**config.mk**
```make
export PLATFORM = sky130hd
export DESIGN_NAME = comp_tree_pipe
export DESIGN_NICKNAME = d
export VERILOG_FILES = /design/src/rtl/comp_pkg.sv /design/src/rtl/comp_node.sv /design/src/rtl/comp_tree_pipe.sv
export SDC_FILE = /design/constraint.sdc
export NUM_CORES = 1
export LEC_CHECK = 0
export CAP_MARGIN = 10
export CORE_UTILIZATION = 40
export CTS_CLUSTER_DIAMETER = 50
export DETAILED_ROUTE_END_ITERATION = 7
export GPL_TIMING_DRIVEN = 0
export PLACE_DENSITY = 0.58
export SLEW_MARGIN = 10
export SYNTH_ARGS = -nofsm -noshare
export SYNTH_HDL_FRONTEND = slang
export SYNTH_HIERARCHICAL = 1
export SYNTH_SLANG_ARGS = --single-unit
```
**constraint.sdc**
```tcl
create_clock -name clk -period 2.7 [get_ports clk]
set_input_delay 0.27 -clock clk [delete_from_list [all_inputs] [get_ports clk]]
set_output_delay 0.27 -clock clk [all_outputs]
set_load 0.05 [all_outputs]
```
**src/rtl/comp_pkg.sv**
```systemverilog
// comp_pkg: shared types and helpers for the pipelined minimum-select tree.
//   DATA_W_DEF - default lane value width.
//   lane_t     - one candidate: value, lane index, beat number and present flag.
//   SENTINEL   - all-ones value carried by masked lanes.
//   merge()    - two-way minimum used by the tree nodes and the burst accumulator.
// The lane_t fields are sized for the widest supported configuration:
// DATA_W <= 32, log2(N_IN) <= 8, BEAT_W <= 16. Narrower users zero-extend.
package comp_pkg;

  localparam int unsigned DATA_W_DEF = 19;

  localparam int unsigned VAL_W      = 32;
  localparam int unsigned IDX_MAX_W  = 8;
  localparam int unsigned BEAT_MAX_W = 16;

  localparam logic [VAL_W-1:0] SENTINEL = '1;

  typedef struct packed {
    logic [VAL_W-1:0]      value;
    logic [IDX_MAX_W-1:0]  idx;
    logic [BEAT_MAX_W-1:0] beat;
    logic                  present;
  } lane_t;

  // b replaces a only when strictly smaller, so ties keep a (lower lane / earlier beat).
  function automatic lane_t merge(lane_t a, lane_t b);
    lane_t r;
    r         = (b.present && (!a.present || (b.value < a.value))) ? b : a;
    r.present = a.present | b.present;
    return r;
  endfunction

endpackage

```
**src/rtl/comp_node.sv**
```systemverilog
// comp_node: one registered two-input minimum compare.
//   clk_i   - clock
//   rst_ni  - synchronous active-low reset
//   en_i    - load enable; holds the result when low (pipeline stall)
//   left_i  - lower-lane candidate (wins ties)
//   right_i - higher-lane candidate
//   res_o   - registered merge of the two
module comp_node
  import comp_pkg::*;
(
  input  logic  clk_i,
  input  logic  rst_ni,
  input  logic  en_i,
  input  lane_t left_i,
  input  lane_t right_i,
  output lane_t res_o
);

  lane_t res_q;

  always_ff @(posedge clk_i) begin
    if (!rst_ni) begin
      res_q <= '0;
    end else if (en_i) begin
      res_q <= merge(left_i, right_i);
    end
  end

  assign res_o = res_q;

endmodule

```
**src/rtl/comp_tree_pipe.sv**
```systemverilog
// comp_tree_pipe: pipelined N_IN-lane minimum selector with lane masking and an
// optional running minimum across a multi-beat burst.
//   clk, rst_n           - clock, synchronous active-low reset
//   in_valid/in_ready    - input handshake
//   in_data              - lane i at [i*DATA_W +: DATA_W]
//   in_mask              - 1 = lane participates
//   in_mode              - 0 = per-beat result, 1 = accumulate until in_last
//   in_last              - closes an accumulate burst
//   out_valid/out_ready  - output handshake
//   out_data, out_idx    - minimum value and its lane
//   out_beat             - beat of the minimum within the burst (0 in per-beat mode)
//   out_none             - no lane was present in any contributing beat
// One tree level per stage plus a final result/accumulate stage: latency log2(N_IN)+1.
// The whole pipe advances together whenever the output register is free or drained.
module comp_tree_pipe
  import comp_pkg::*;
#(
  parameter  int unsigned DATA_W = DATA_W_DEF,
  parameter  int unsigned N_IN   = 4,
  parameter  int unsigned BEAT_W = 8,
  localparam int unsigned LVL    = $clog2(N_IN),
  localparam int unsigned IDX_W  = LVL
) (
  input  logic                   clk,
  input  logic                   rst_n,
  input  logic                   in_valid,
  output logic                   in_ready,
  input  logic [N_IN*DATA_W-1:0] in_data,
  input  logic [N_IN-1:0]        in_mask,
  input  logic                   in_mode,
  input  logic                   in_last,
  output logic                   out_valid,
  input  logic                   out_ready,
  output logic [DATA_W-1:0]      out_data,
  output logic [IDX_W-1:0]       out_idx,
  output logic [BEAT_W-1:0]      out_beat,
  output logic                   out_none
);

  localparam lane_t ACC_CLR = '{value: SENTINEL, idx: '0, beat: '0, present: 1'b0};

  logic adv;
  logic out_valid_q;

  assign adv      = !out_valid_q || out_ready;
  assign in_ready = adv;

  // Heap-ordered tree: node k merges children 2k (lower lanes) and 2k+1.
  // Leaves N_IN..2*N_IN-1 are the preprocessed input lanes, node 1 is the root.
  lane_t tree [1:2*N_IN-1];

  for (genvar i = 0; i < N_IN; i++) begin : g_leaf
    assign tree[N_IN+i] = '{
      value:   in_mask[i] ? VAL_W'(in_data[i*DATA_W +: DATA_W]) : SENTINEL,
      idx:     IDX_MAX_W'(i),
      beat:    '0,
      present: in_mask[i]
    };
  end

  for (genvar k = 1; k < N_IN; k++) begin : g_node
    comp_node u_node (
      .clk_i   (clk),
      .rst_ni  (rst_n),
      .en_i    (adv),
      .left_i  (tree[2*k]),
      .right_i (tree[2*k+1]),
      .res_o   (tree[k])
    );
  end

  // Per-level sideband bits travelling with the tree data.
  logic [LVL:1] vld_q, mode_q, last_q;

  always_ff @(posedge clk) begin
    if (!rst_n) begin
      vld_q  <= '0;
      mode_q <= '0;
      last_q <= '0;
    end else if (adv) begin
      vld_q[1]  <= in_valid;
      mode_q[1] <= in_mode;
      last_q[1] <= in_last;
      for (int l = 2; l <= LVL; l++) begin
        vld_q[l]  <= vld_q[l-1];
        mode_q[l] <= mode_q[l-1];
        last_q[l] <= last_q[l-1];
      end
    end
  end

  // Final stage: per-beat result or burst accumulation.
  lane_t             acc_q, acc_d;
  logic [BEAT_W-1:0] cnt_q, cnt_d;
  lane_t             root, merged, res;
  logic              ov_d;

  always_comb begin
    root      = tree[1];
    root.beat = BEAT_MAX_W'(cnt_q);
    merged    = merge(acc_q, root);

    acc_d    = acc_q;
    cnt_d    = cnt_q;
    ov_d     = 1'b0;
    res      = tree[1];
    res.beat = '0;

    if (vld_q[LVL]) begin
      if (!mode_q[LVL]) begin
        // Per-beat result; an open burst (if any) is left untouched.
        ov_d = 1'b1;
      end else if (!last_q[LVL]) begin
        acc_d = merged;
        cnt_d = (cnt_q == '1) ? cnt_q : cnt_q + BEAT_W'(1);
      end else begin
        ov_d  = 1'b1;
        res   = merged;
        acc_d = ACC_CLR;
        cnt_d = '0;
      end
    end
  end

  logic [DATA_W-1:0] out_data_q;
  logic [IDX_W-1:0]  out_idx_q;
  logic [BEAT_W-1:0] out_beat_q;
  logic              out_none_q;

  always_ff @(posedge clk) begin
    if (!rst_n) begin
      out_valid_q <= 1'b0;
      out_data_q  <= '0;
      out_idx_q   <= '0;
      out_beat_q  <= '0;
      out_none_q  <= 1'b0;
      acc_q       <= ACC_CLR;
      cnt_q       <= '0;
    end else if (adv) begin
      out_valid_q <= ov_d;
      acc_q       <= acc_d;
      cnt_q       <= cnt_d;
      if (ov_d) begin
        out_data_q <= res.present ? res.value[DATA_W-1:0] : '1;
        out_idx_q  <= res.present ? res.idx[IDX_W-1:0]    : '0;
        out_beat_q <= res.present ? res.beat[BEAT_W-1:0]  : '0;
        out_none_q <= !res.present;
      end
    end
  end

  assign out_valid = out_valid_q;
  assign out_data  = out_data_q;
  assign out_idx   = out_idx_q;
  assign out_beat  = out_beat_q;
  assign out_none  = out_none_q;

  // Upper field bits exist only for wider configurations.
  logic unused_bits;
  assign unused_bits = ^{res.value, res.idx, res.beat};

endmodule

```
==> results of run 1 <==
## power breakdown
group	internal [mW]	switching, mW
sequential	3.03	0.199
combinational	0.730	0.933
clock	1.23	1.24
total	4.99	2.37
## cells in the final DEF (no fill, tap or decap), types with 8 or more instances in the layout
cell	n
a2111oi_0	38
a2111oi_1	31
a2111oi_2	34
a211oi_1	97
a211oi_2	13
a21o_1	10
a21oi_1	66
a221o_1	11
a31oi_1	32
and3_1	12
buf_4	15
buf_6	32
clkbuf_1	94
clkbuf_16	17
clkbuf_2	15
clkdlybuf4s50_1	112
clkinvlp_4	8
conb_1	8
dfxtp_1	193
ha_1	125
inv_1	136
mux2i_1	21
nand2_1	61
nand2b_1	86
nand3_1	20
nand4_1	12
nor2_1	122
nor3_1	35
o21ai_0	137
o21ai_1	10
o22ai_1	15
## stage by stage
stage,std cells,util,power (mW)
after floorplan,1572,-,4.35
after global placement,2090,0.460,4.83
after detailed placement,2090,0.460,4.87
after CTS,2136,0.486,7.37
after global routing,2137,0.493,7.76
final,2137,0.493,7.36
## registers in the layout, summed over array words and instances (netlist names)
name and flops:
acc_q 43, out_data 19, g_node.u_node/res_o 105, out_idx 2, last_q 2, mode_q 2
out_valid 1, vld_q 2, cnt_q 8, out_beat 8, out_none 1
## worst max path at each step
stage,end,slack (ns),depth (start not counted)
2_1_floorplan,g_node[2].u_node/res_o[33],0.04,11
3_3_place_gp,g_node[3].u_node/res_o[49],-1.29,11
3_5_place_dp,g_node[3].u_node/res_o[49],-1.40,11
4_1_cts,acc_q[51],0.009,11
5_1_grt,acc_q[37],-0.02,10
6_report,out_data[0],0.11,10
## critical path: stages, from the launching register on
cell	delay (ns)
dfxtp_1	0.44
ha_1	0.28
a21oi_1	0.13
o21ai_0	0.11
a221oi_2	0.38
o31ai_4	0.17
a211oi_2	0.36
a211oi_4	0.09
buf_12	0.16
mux2i_1	0.21
a21oi_1	0.10
## metal layers
layer | vias up | routed length, µm | global-route usage
met5 | - | 0 | 0
met4 | 0 | 505 | 0.0512
met3 | 30 | 788 | 0.0228
met2 | 183 | 15800 | 0.353
met1 | 5207 | 16500 | 0.279
li1 | 6026 | - | -
## timing repair
item                       in CTS  in global routing
pin swaps                       2                  2
resized for setup              60                 85
setup buffers                   6                  1
setup endpoints to repair      97                120
cloned                          8                  0
## final cells by class
cell class	count	area, µm²
fillers	3099	16000
multi-input cells	1075	7830
flip-flops and latches	193	3860
repair buffers	124	1220
plain buffers	163	967
inverters	141	544
well taps	402	503
clock buffers	18	429
clock inverters	14	141
repair inverters	7	40.0
==> metrics.yaml, run 1 <==
finalNetCount: 1933
skew_ns: 0.0145
holdWs_ns: 0.196
wl_mm: 33.6
clk_root_buffer_cell: "clkbuf_16"
vias: 11400
finalCritPeriodShare: 0.959
cp_data_arrival_time_ns: 2.87
r2r-start: "g_node[1].u_node/res_o[36]"
placed_cell_area_mm2: 0.0145
htree_levels: 4
antenna_found_initial: 0
crit_path_max_fanout: 6
grt_max_degree: 23
ant_nets: 0
dieWidth_um: 181
ioPinCount: 118
start_util: 0.406
routed_via_density: 5.36
wl_per_cell_um: 15.7
synth_area_mm2: 0.0128
design_area_mm2: 0.0155
ir_worst_vdd_uv: 339
maxSlewViolCount: 0
end_kind: "flip-flop"
core_mm2: 0.0316
finalSetupViolations: 0
synth_area_per_cell_um2: 8.19
maxCapViolations: 0
grt_remaining_overflow: 0
fmax_mhz: 386
cts_made_buffers: 17
synth-warning-count: 6
powerDensity_mw_per_mm2: 474
cts.clk_slew.worst_paths_ns: 0.08
path_class: "flip-flop to flip-flop"
numPortBuffers: 116
cts_tree: "yes"
place_ws_ns: -1.40
r2r_slack_ns: 0.11
hold_class: "input pin to flip-flop"
status: "complete, no violations"
cp.required_ns: 2.98
drive_above_1_share: 0.114
grt_pass1_vias: 11000
reg2reg_to: "out_data[0]"
setup_slack_ns: 0.111
relSlewSlack: 0.433
crit_start: "g_node[1].u_node/res_o[36]"
rows: 65
fin_tns_setup_ns: 0
hold_viol_final: 0
grt_pass1_wl_mm: 55.9
syn_to_final_growth_pct: 21.2
synthCells: 1566
hold_buffers: 0
insertedDiodeCount: 0
dieArea_mm2: 0.0328
clockBufferDepth: 2
p_leak_nw: 6.60
hp-start: "rst_n"
drt_iter0_markers: 538
fin_crit_ns: 2.59
insertion_delay_ns: 0.43
dr.pass1.iters: 5
grtUsageTotal: 0.207
whs_path_depth: 3
drc_errors: 0
routabilityCongestion: 0.861
chipHeight_um: 181
rr_worst_depth: 10
cts.sink_count: 193
post-dp-hpwl_mm: 27.2
rsz0062_at_grt: "yes"
start_kind: "flip-flop"
worst_pin_slew_ns: 0.843
hold-path-endpoint: "g_node[3].u_node/res_o[54]"
No activity file was read; power rests on OpenSTA's default activity.
==> run 2: changes to the inputs <==
--- a/config.mk
+++ b/config.mk
@@ -11,6 +11,8 @@
 export DETAILED_ROUTE_END_ITERATION = 7
 export GPL_TIMING_DRIVEN = 0
 export PLACE_DENSITY = 0.58
+export REMOVE_ABC_BUFFERS = 1
+export SKIP_LAST_GASP = 1
 export SLEW_MARGIN = 10
 export SYNTH_ARGS = -nofsm -noshare
 export SYNTH_HDL_FRONTEND = slang
==> run 2 against run 1 <==
  * Global-route usage rose by 0.99 points
  * Routed wire length rose by 6.7%
  * Sequential share of layout area rose by 0.40 points
  * Utilization fell by 0.57 points
  * Critical endpoint is now out_data[3]
  * Non-clock buffer count fell by 119
  * Flip-flop and latch count did not move
  * Die area did not move
  * Critical path depth fell by 1
==> metrics.yaml, run 2 (synthesis results as in run 1) <==
power_mw: 7.49  # +1.8%
vias: 11700  # +1.9%
antenna_found_initial: 0  # unchanged
cpPeakStageDelay_ns: 0.44  # about the same
placed_cell_area_mm2: 0.0141  # -2.7%
busiest_layer: "met2"
start_util: 0.406  # unchanged
maxCapViolations: 0  # unchanged
skew_ns: 0.0152  # +0.000689 ns
fin_crit_ns: 2.65  # +0.0620 ns
cp_data_arrival_time_ns: 2.96  # +0.09 ns
drc_errors: 0  # unchanged
hold_class: "input pin to flip-flop"
grtUsageMet3: 0.0308  # +0.00806
hold_viol_final: 0  # unchanged
crit_top_cell: "o21a_1"
grt_pass1_vias: 11000  # +0.43%
routed_via_density: 5.79  # +8.0%
setup_slack_ns: 0.0486  # -0.0620 ns
cts_made_buffers: 17  # unchanged
final_cell_mix: "dfxtp_1 (181), o21ai_0 (135), inv_1 (131)"
start_kind: "flip-flop"
use_met1: 0.303  # +0.0236
final_common_cell: "dfxtp_1"
finalNetCount: 1814  # -6.2%
use_met2: 0.352  # -0.00139
cts_tree: "yes"
r2r_slack_ns: 0.05  # -0.06 ns
fmax_mhz: 377  # -2.3%
wl_per_cell_um: 17.8  # +13%
place_ws_ns: -2.35  # -0.943 ns
ioPinCount: 118  # unchanged
finalCritPeriodShare: 0.982  # +0.0230
critPathBufInv: 0  # -1
p_leak_nw: 6.46  # -2.1%
dieArea_mm2: 0.0328  # unchanged
drt_iter0_markers: 857  # +59%
grt_remaining_overflow: 0  # unchanged
core_mm2: 0.0316  # unchanged
design_area_mm2: 0.0154  # -1.2%
numPortBuffers: 117  # +0.86%
insertedDiodeCount: 0  # unchanged
end_kind: "flip-flop"
chipHeight_um: 181  # unchanged
crit_slowest_cell: "a211oi_4"
grtUsageTotal: 0.217  # +0.00991
grt_max_degree: 77  # +230%
ant_nets: 0  # unchanged
post-dp-hpwl_mm: 23.7  # -13%
crit_path_max_fanout: 6  # unchanged
dr.pass1.iters: 5  # unchanged
htree_levels: 4  # unchanged
drive_above_1_share: 0.122  # +0.00844
cp_cell_sequence: "ha_4 -> o21a_1 -> o21ai_1 -> o21a_1 -> o31ai_4 -> a211oi_1 -> a211oi_4 -> mux2i_1 -> a21oi_1"
powerDensity_mw_per_mm2: 488  # +2.9%
worst_pin_slew_ns: 0.751  # -0.0928 ns
cts.sink_count: 193  # unchanged
grt_pass1_wl_mm: 58.3  # +4.2%
cp.required_ns: 3.01  # +0.03 ns
largest_reg_flops: 105  # unchanged
clockBufferDepth: 2  # unchanged
wl_mm: 35.8  # +6.7%
ir_worst_vdd_uv: 459  # +35%
path_delay_family: "compound AO/OA/AOI/OAI gates"
clk_root_buffer_cell: "clkbuf_16"
cts.clk_slew.worst_paths_ns: 0.08  # about the same
relSlewSlack: 0.496  # +0.0623
dieWidth_um: 181  # unchanged
status: "complete, no violations"
rows: 65  # unchanged
finalSetupViolations: 0  # unchanged
routabilityCongestion: 0.817  # -5.1%
insertion_delay_ns: 0.45  # +0.02 ns
maxSlewViolCount: 0  # unchanged
syn_to_final_growth_pct: 19.8
path_class: "flip-flop to flip-flop"
==> run 2: cell types whose count changed in the layout (fill, tap and decap cells not counted), moves of 6 or more <==
cell       delta
buf_12        +6
dfxtp_1      -12
clkbuf_1     -94
dfxtp_2      +11
a2111oi_1    -15
a2111oi_2    -22
buf_4        +12
buf_16        +7
clkbuf_2     -15
buf_6        -26
a2111oi_0    +37
==> run 2: final timing paths <==
check / endpoint / start / cells past startpoint
max: out_data[3] / g_node[1].u_node/res_o[27] / 9
min: g_node[3].u_node/res_o[0] / in_mask[2] / 3
max reg2reg: out_data[3] / g_node[1].u_node/res_o[27] / 9
min reg2reg: out_idx[0] / out_idx[0] / 2
==> run 2: repair_timing <==
action	in CTS	in global routing
gates cloned	6	2
hold buffers	0	0
hold endpoints to repair	0	0
gates resized for setup	40	66
pin swaps	11	25
setup endpoints to repair	171	150
buffers inserted	20	11
==> run 2: area by class of cell <==
type / instances / area [µm²]
Fill cell: 3039 / 16200
Multi-Input combinational cell: 1078 / 7990
Sequential cell: 193 / 3880
Timing Repair Buffer: 168 / 1840
Inverter: 141 / 549
Tap cell: 402 / 503
Clock buffer: 17 / 425
Clock inverter: 14 / 149
Timing Repair inverter: 4 / 20.0
==> run 2: metrics by stage <==
step,hold WS [ns],setup TNS [ns],utilization,std cells
finish,0.306,0,0.487,2017
global route,0.312,-0.412,0.487,2017
CTS,0.291,0,0.477,2005
detailed placement,0.447,-211.22,0.448,1948
global placement,0.443,-727.96,0.432,1928
floorplan,0.392,-196.36,-,1409
==> run 2: report_power, final <==
group | switching (mW) | internal, mW | total (mW)
sequential | 0.216 | 3.03 | 3.25
clock | 1.25 | 1.30 | 2.56
combinational | 0.966 | 0.720 | 1.69
==> run 2: worst register-to-register path, cell delays in order (launching register included) <==
cell and delay (ns):
dfxtp_2 0.37, ha_4 0.28, o21a_1 0.12, o21ai_1 0.07
o21a_1 0.19, o31ai_4 0.38, a211oi_1 0.18, a211oi_4 0.44
mux2i_1 0.39, a21oi_1 0.11
==> run 2: routing by layer <==
metal	part of all wire	up-vias
li1	-	5773
met1	0.49	5578
met2	0.45	282
met3	0.043	36
met4	0.016	0
met5	0	-
==> run 3: changes to the inputs <==
--- a/config.mk
+++ b/config.mk
@@ -6,15 +6,14 @@
 export NUM_CORES = 1
 export LEC_CHECK = 0
 export CAP_MARGIN = 10
-export CORE_UTILIZATION = 40
+export CORE_UTILIZATION = 35
 export CTS_CLUSTER_DIAMETER = 50
 export DETAILED_ROUTE_END_ITERATION = 7
 export GPL_TIMING_DRIVEN = 0
-export PLACE_DENSITY = 0.58
+export PLACE_DENSITY = 0.55
 export REMOVE_ABC_BUFFERS = 1
 export SKIP_LAST_GASP = 1
 export SLEW_MARGIN = 10
 export SYNTH_ARGS = -nofsm -noshare
 export SYNTH_HDL_FRONTEND = slang
-export SYNTH_HIERARCHICAL = 1
 export SYNTH_SLANG_ARGS = --single-unit
==> run 3 against run 2 <==
  * Area after synthesis decreased by 31%
  * Synthesized cell count shrank 31%
  * Via count shrank 29%
  * Critical path type unchanged
  * Critical path depth unchanged
  * Worst hold slack worse by 0.036 ns
  * Total power shrank 17%
  * Clock skew is 0.0015 ns lower
  * Worst setup slack better by 0.041 ns
  * Routed wire length shrank 28%
  * Combinational power down 17%
==> metrics.yaml, run 3 <==
status: "complete, no violations"
synth_edf_count: 0
core_mm2: 0.0245  # -22%
power.switching_mw: 2.03  # -17%
vias: 8246  # -29%
insertedDiodeCount: 0  # unchanged
yosysMostFrequentCell: "dfxtp_1"
rr_worst_depth: 9  # unchanged
cts_tree: "yes"
skew_ns: 0.0137  # -0.00146 ns
ys_types: 58
post-dp-hpwl_mm: 18.1  # -24%
chipHeight_um: 161  # -11%
fmax_mhz: 383  # +1.6%
grt_max_degree: 58  # -25%
drt_iter0_markers: 596  # -30%
drive_above_1_share: 0.0932  # -0.0288
r2r_slack_ns: 0.09  # +0.04 ns
p_sw_frac: 0.325  # -0.000392
power_mw: 6.25  # -17%
yosysSeqAreaShare: 0.327
fin_crit_ns: 2.61  # -0.0410 ns
synth_area_leaders: "dfxtp_1 (33%), ha_1 (11%), nand2_1 (5.0%)"
maxCapViolations: 0  # unchanged
relSlewSlack: 0.317  # -0.179
ir_worst_vdd_uv: 351  # -24%
wl_mm: 25.9  # -28%
finalSetupViolations: 0  # unchanged
numPortBuffers: 117  # unchanged
crit_path_max_fanout: 13  # +7
cts.clk_slew.worst_paths_ns: 0.07  # about the same
drc_errors: 0  # unchanged
synth-seq-cells: 144
final_common_cell: "dfxtp_1"
cp.required_ns: 3.03  # +0.02 ns
intPower_mw: 4.22  # -16%
end_kind: "flip-flop"
ant_nets: 0  # unchanged
wl_per_cell_um: 17.1  # -3.6%
synth_area_mm2: 0.00882  # -31%
rsz0062_at_grt: "yes"
clk_root_buffer_cell: "clkbuf_16"
power_frac_clock: 0.384  # +0.043
ioPinCount: 118  # unchanged
whs_path_depth: 2  # -1
antenna_found_initial: 0  # unchanged
p_leak_nw: 4.71  # -27%
maxSlewViolCount: 0  # unchanged
synth_common_cells: "dfxtp_1 (144), nand2_1 (118), ha_1 (81), a21oi_1 (76), o21ai_0 (74)"
start_util: 0.360  # -0.0468
syn_to_final_growth_pct: 27.8
insertion_delay_ns: 0.43  # -0.02 ns
clockBufferDepth: 2  # unchanged
synth_area_per_cell_um2: 8.18  # about the same
routabilityCongestion: 0.819  # +0.24%
cts_made_buffers: 17  # unchanged
final_cell_mix: "dfxtp_1 (142), nand2_1 (118), clkdlybuf4s50_1 (111)"
synth_top_area_share: 0.327
grt_pass1_wl_mm: 41.4  # -29%
yosys.area.top_type: "dfxtp_1"
dr.pass1.iters: 5  # unchanged
largest_reg_flops: 68  # -35%
ys_async_sr_fraction: 0
worst_pin_slew_ns: 1.02  # +0.274 ns
synthCells: 1078  # -31%
dieArea_mm2: 0.0258  # -21%
start_kind: "flip-flop"
path_class: "flip-flop to flip-flop"
r2r-start: "g_node[3].u_node.res_o[41]"
htree_levels: 4  # unchanged
cts.sink_count: 144  # -25%
hp-start: "rst_n"
holdWs_ns: 0.270  # -0.0361 ns
cp_data_arrival_time_ns: 2.94  # -0.02 ns
finalCritPeriodShare: 0.967  # -0.0152
hold-path-endpoint: "g_node[3].u_node.res_o[0]"
dieWidth_um: 161  # -11%
grt_remaining_overflow: 0  # unchanged
reg2reg_to: "g_node[1].u_node.res_o[34]"
hold_buffers: 0  # unchanged
seq_power_share: 0.392  # -0.042
hold_class: "input pin to flip-flop"
comb_power_share: 0.224  # about the same
rows: 57  # -12%
powerDensity_mw_per_mm2: 555  # +14%
grtUsageTotal: 0.199  # -0.0180
finalNetCount: 1345  # -26%
routed_via_density: 5.44  # -5.9%
hold_viol_final: 0  # unchanged
synth-warning-count: 0  # -6
synth_ff_type: "dfxtp_1"
grt_pass1_vias: 7682  # -30%
[run 3: critical path, stage by stage (launching register included)]
cell,delay [ns]
dfxtp_1,0.50
ha_1,0.29
o21a_1,0.17
o21a_1,0.17
o21a_1,0.17
o21ai_2,0.45
buf_6,0.25
a311oi_4,0.07
buf_6,0.17
a211oi_1,0.25
[run 3: logic make-up (layout without fill, tap and decap cells)]
kind of cell | after synthesis | after routing | synth area share
XOR/XNOR | 5 | 5 | 0.00496
AO/OA/AOI/OAI | 346 | 346 | 0.268
multiplexers | 31 | 31 | 0.0352
adder cells (fa/ha/maj) | 81 | 81 | 0.115
buffers and inverters | 142 | 252 | 0.0641
AND/OR/NAND/NOR | 329 | 332 | 0.186
flip-flops | 144 | 144 | 0.327
[run 3: final cells by class]
type | count | area, µm²
Timing Repair Buffer | 150 | 1520
Sequential cell | 144 | 2890
Timing Repair inverter | 1 | 5.00
Clock buffer | 17 | 425
Multi-Input combinational cell | 795 | 5610
Clock inverter | 15 | 160
Fill cell | 2464 | 13300
Inverter | 69 | 267
Tap cell | 324 | 405
[run 3: worst max path at each step]
stage	startpoint	depth (start not counted)	endpoint
2_1_floorplan	out_valid	6	g_node[3].u_node.res_o[32]
3_3_place_gp	out_ready	7	g_node[3].u_node.res_o[32]
3_5_place_dp	in_mask[1]	10	g_node[2].u_node.res_o[38]
4_1_cts	g_node[1].u_node.res_o[32]	8	acc_q[6]
5_1_grt	g_node[1].u_node.res_o[42]	9	out_data[8]
6_report	g_node[3].u_node.res_o[41]	9	g_node[1].u_node.res_o[34]
[run 3: power groups by stage]
| stage | registers, mW | clock network (mW) | logic [mW] |
|---|---|---|---|
| final | 2.45 | 2.40 | 1.40 |
| after CTS | 2.45 | 2.45 | 1.35 |
| after global placement | 2.50 | 0 | 1.24 |
| after detailed placement | 2.50 | 0 | 1.31 |
| after floorplan | 2.46 | 0 | 0.763 |
| after global routing | 2.47 | 2.53 | 1.54 |
[run 3: metal layers]
metal | global-route usage | vias to the layer above | routed length (µm)
met3 | 0.0271 | 22 | 1060
met4 | 0.0540 | 0 | 362
met2 | 0.312 | 200 | 11400
met5 | 0 | - | 0
li1 | - | 4155 | -
met1 | 0.286 | 3869 | 13100
[run 3: metrics by stage]
| stage | setup TNS, ns | worst slack [ns] | area, µm² | std cells | util |
|---|---|---|---|---|---|
| CTS | -0.903 | -0.0911 | 11100 | 1506 | 0.453 |
| finish | 0 | 0.0897 | 11300 | 1515 | 0.460 |
| floorplan | -462.16 | -3.63 | 8520 | 1005 | - |
| detailed placement | -81.08 | -1.72 | 10400 | 1461 | 0.423 |
| global placement | -990.81 | -7.59 | 10100 | 1446 | 0.411 |
| global route | -0.0353 | -0.0353 | 11300 | 1515 | 0.460 |
[run 3: timing repair]
action,CTS,global route
setup buffers,12,6
gates cloned,1,3
pin swaps,3,8
resized for setup,35,21
setup endpoints to repair,121,120
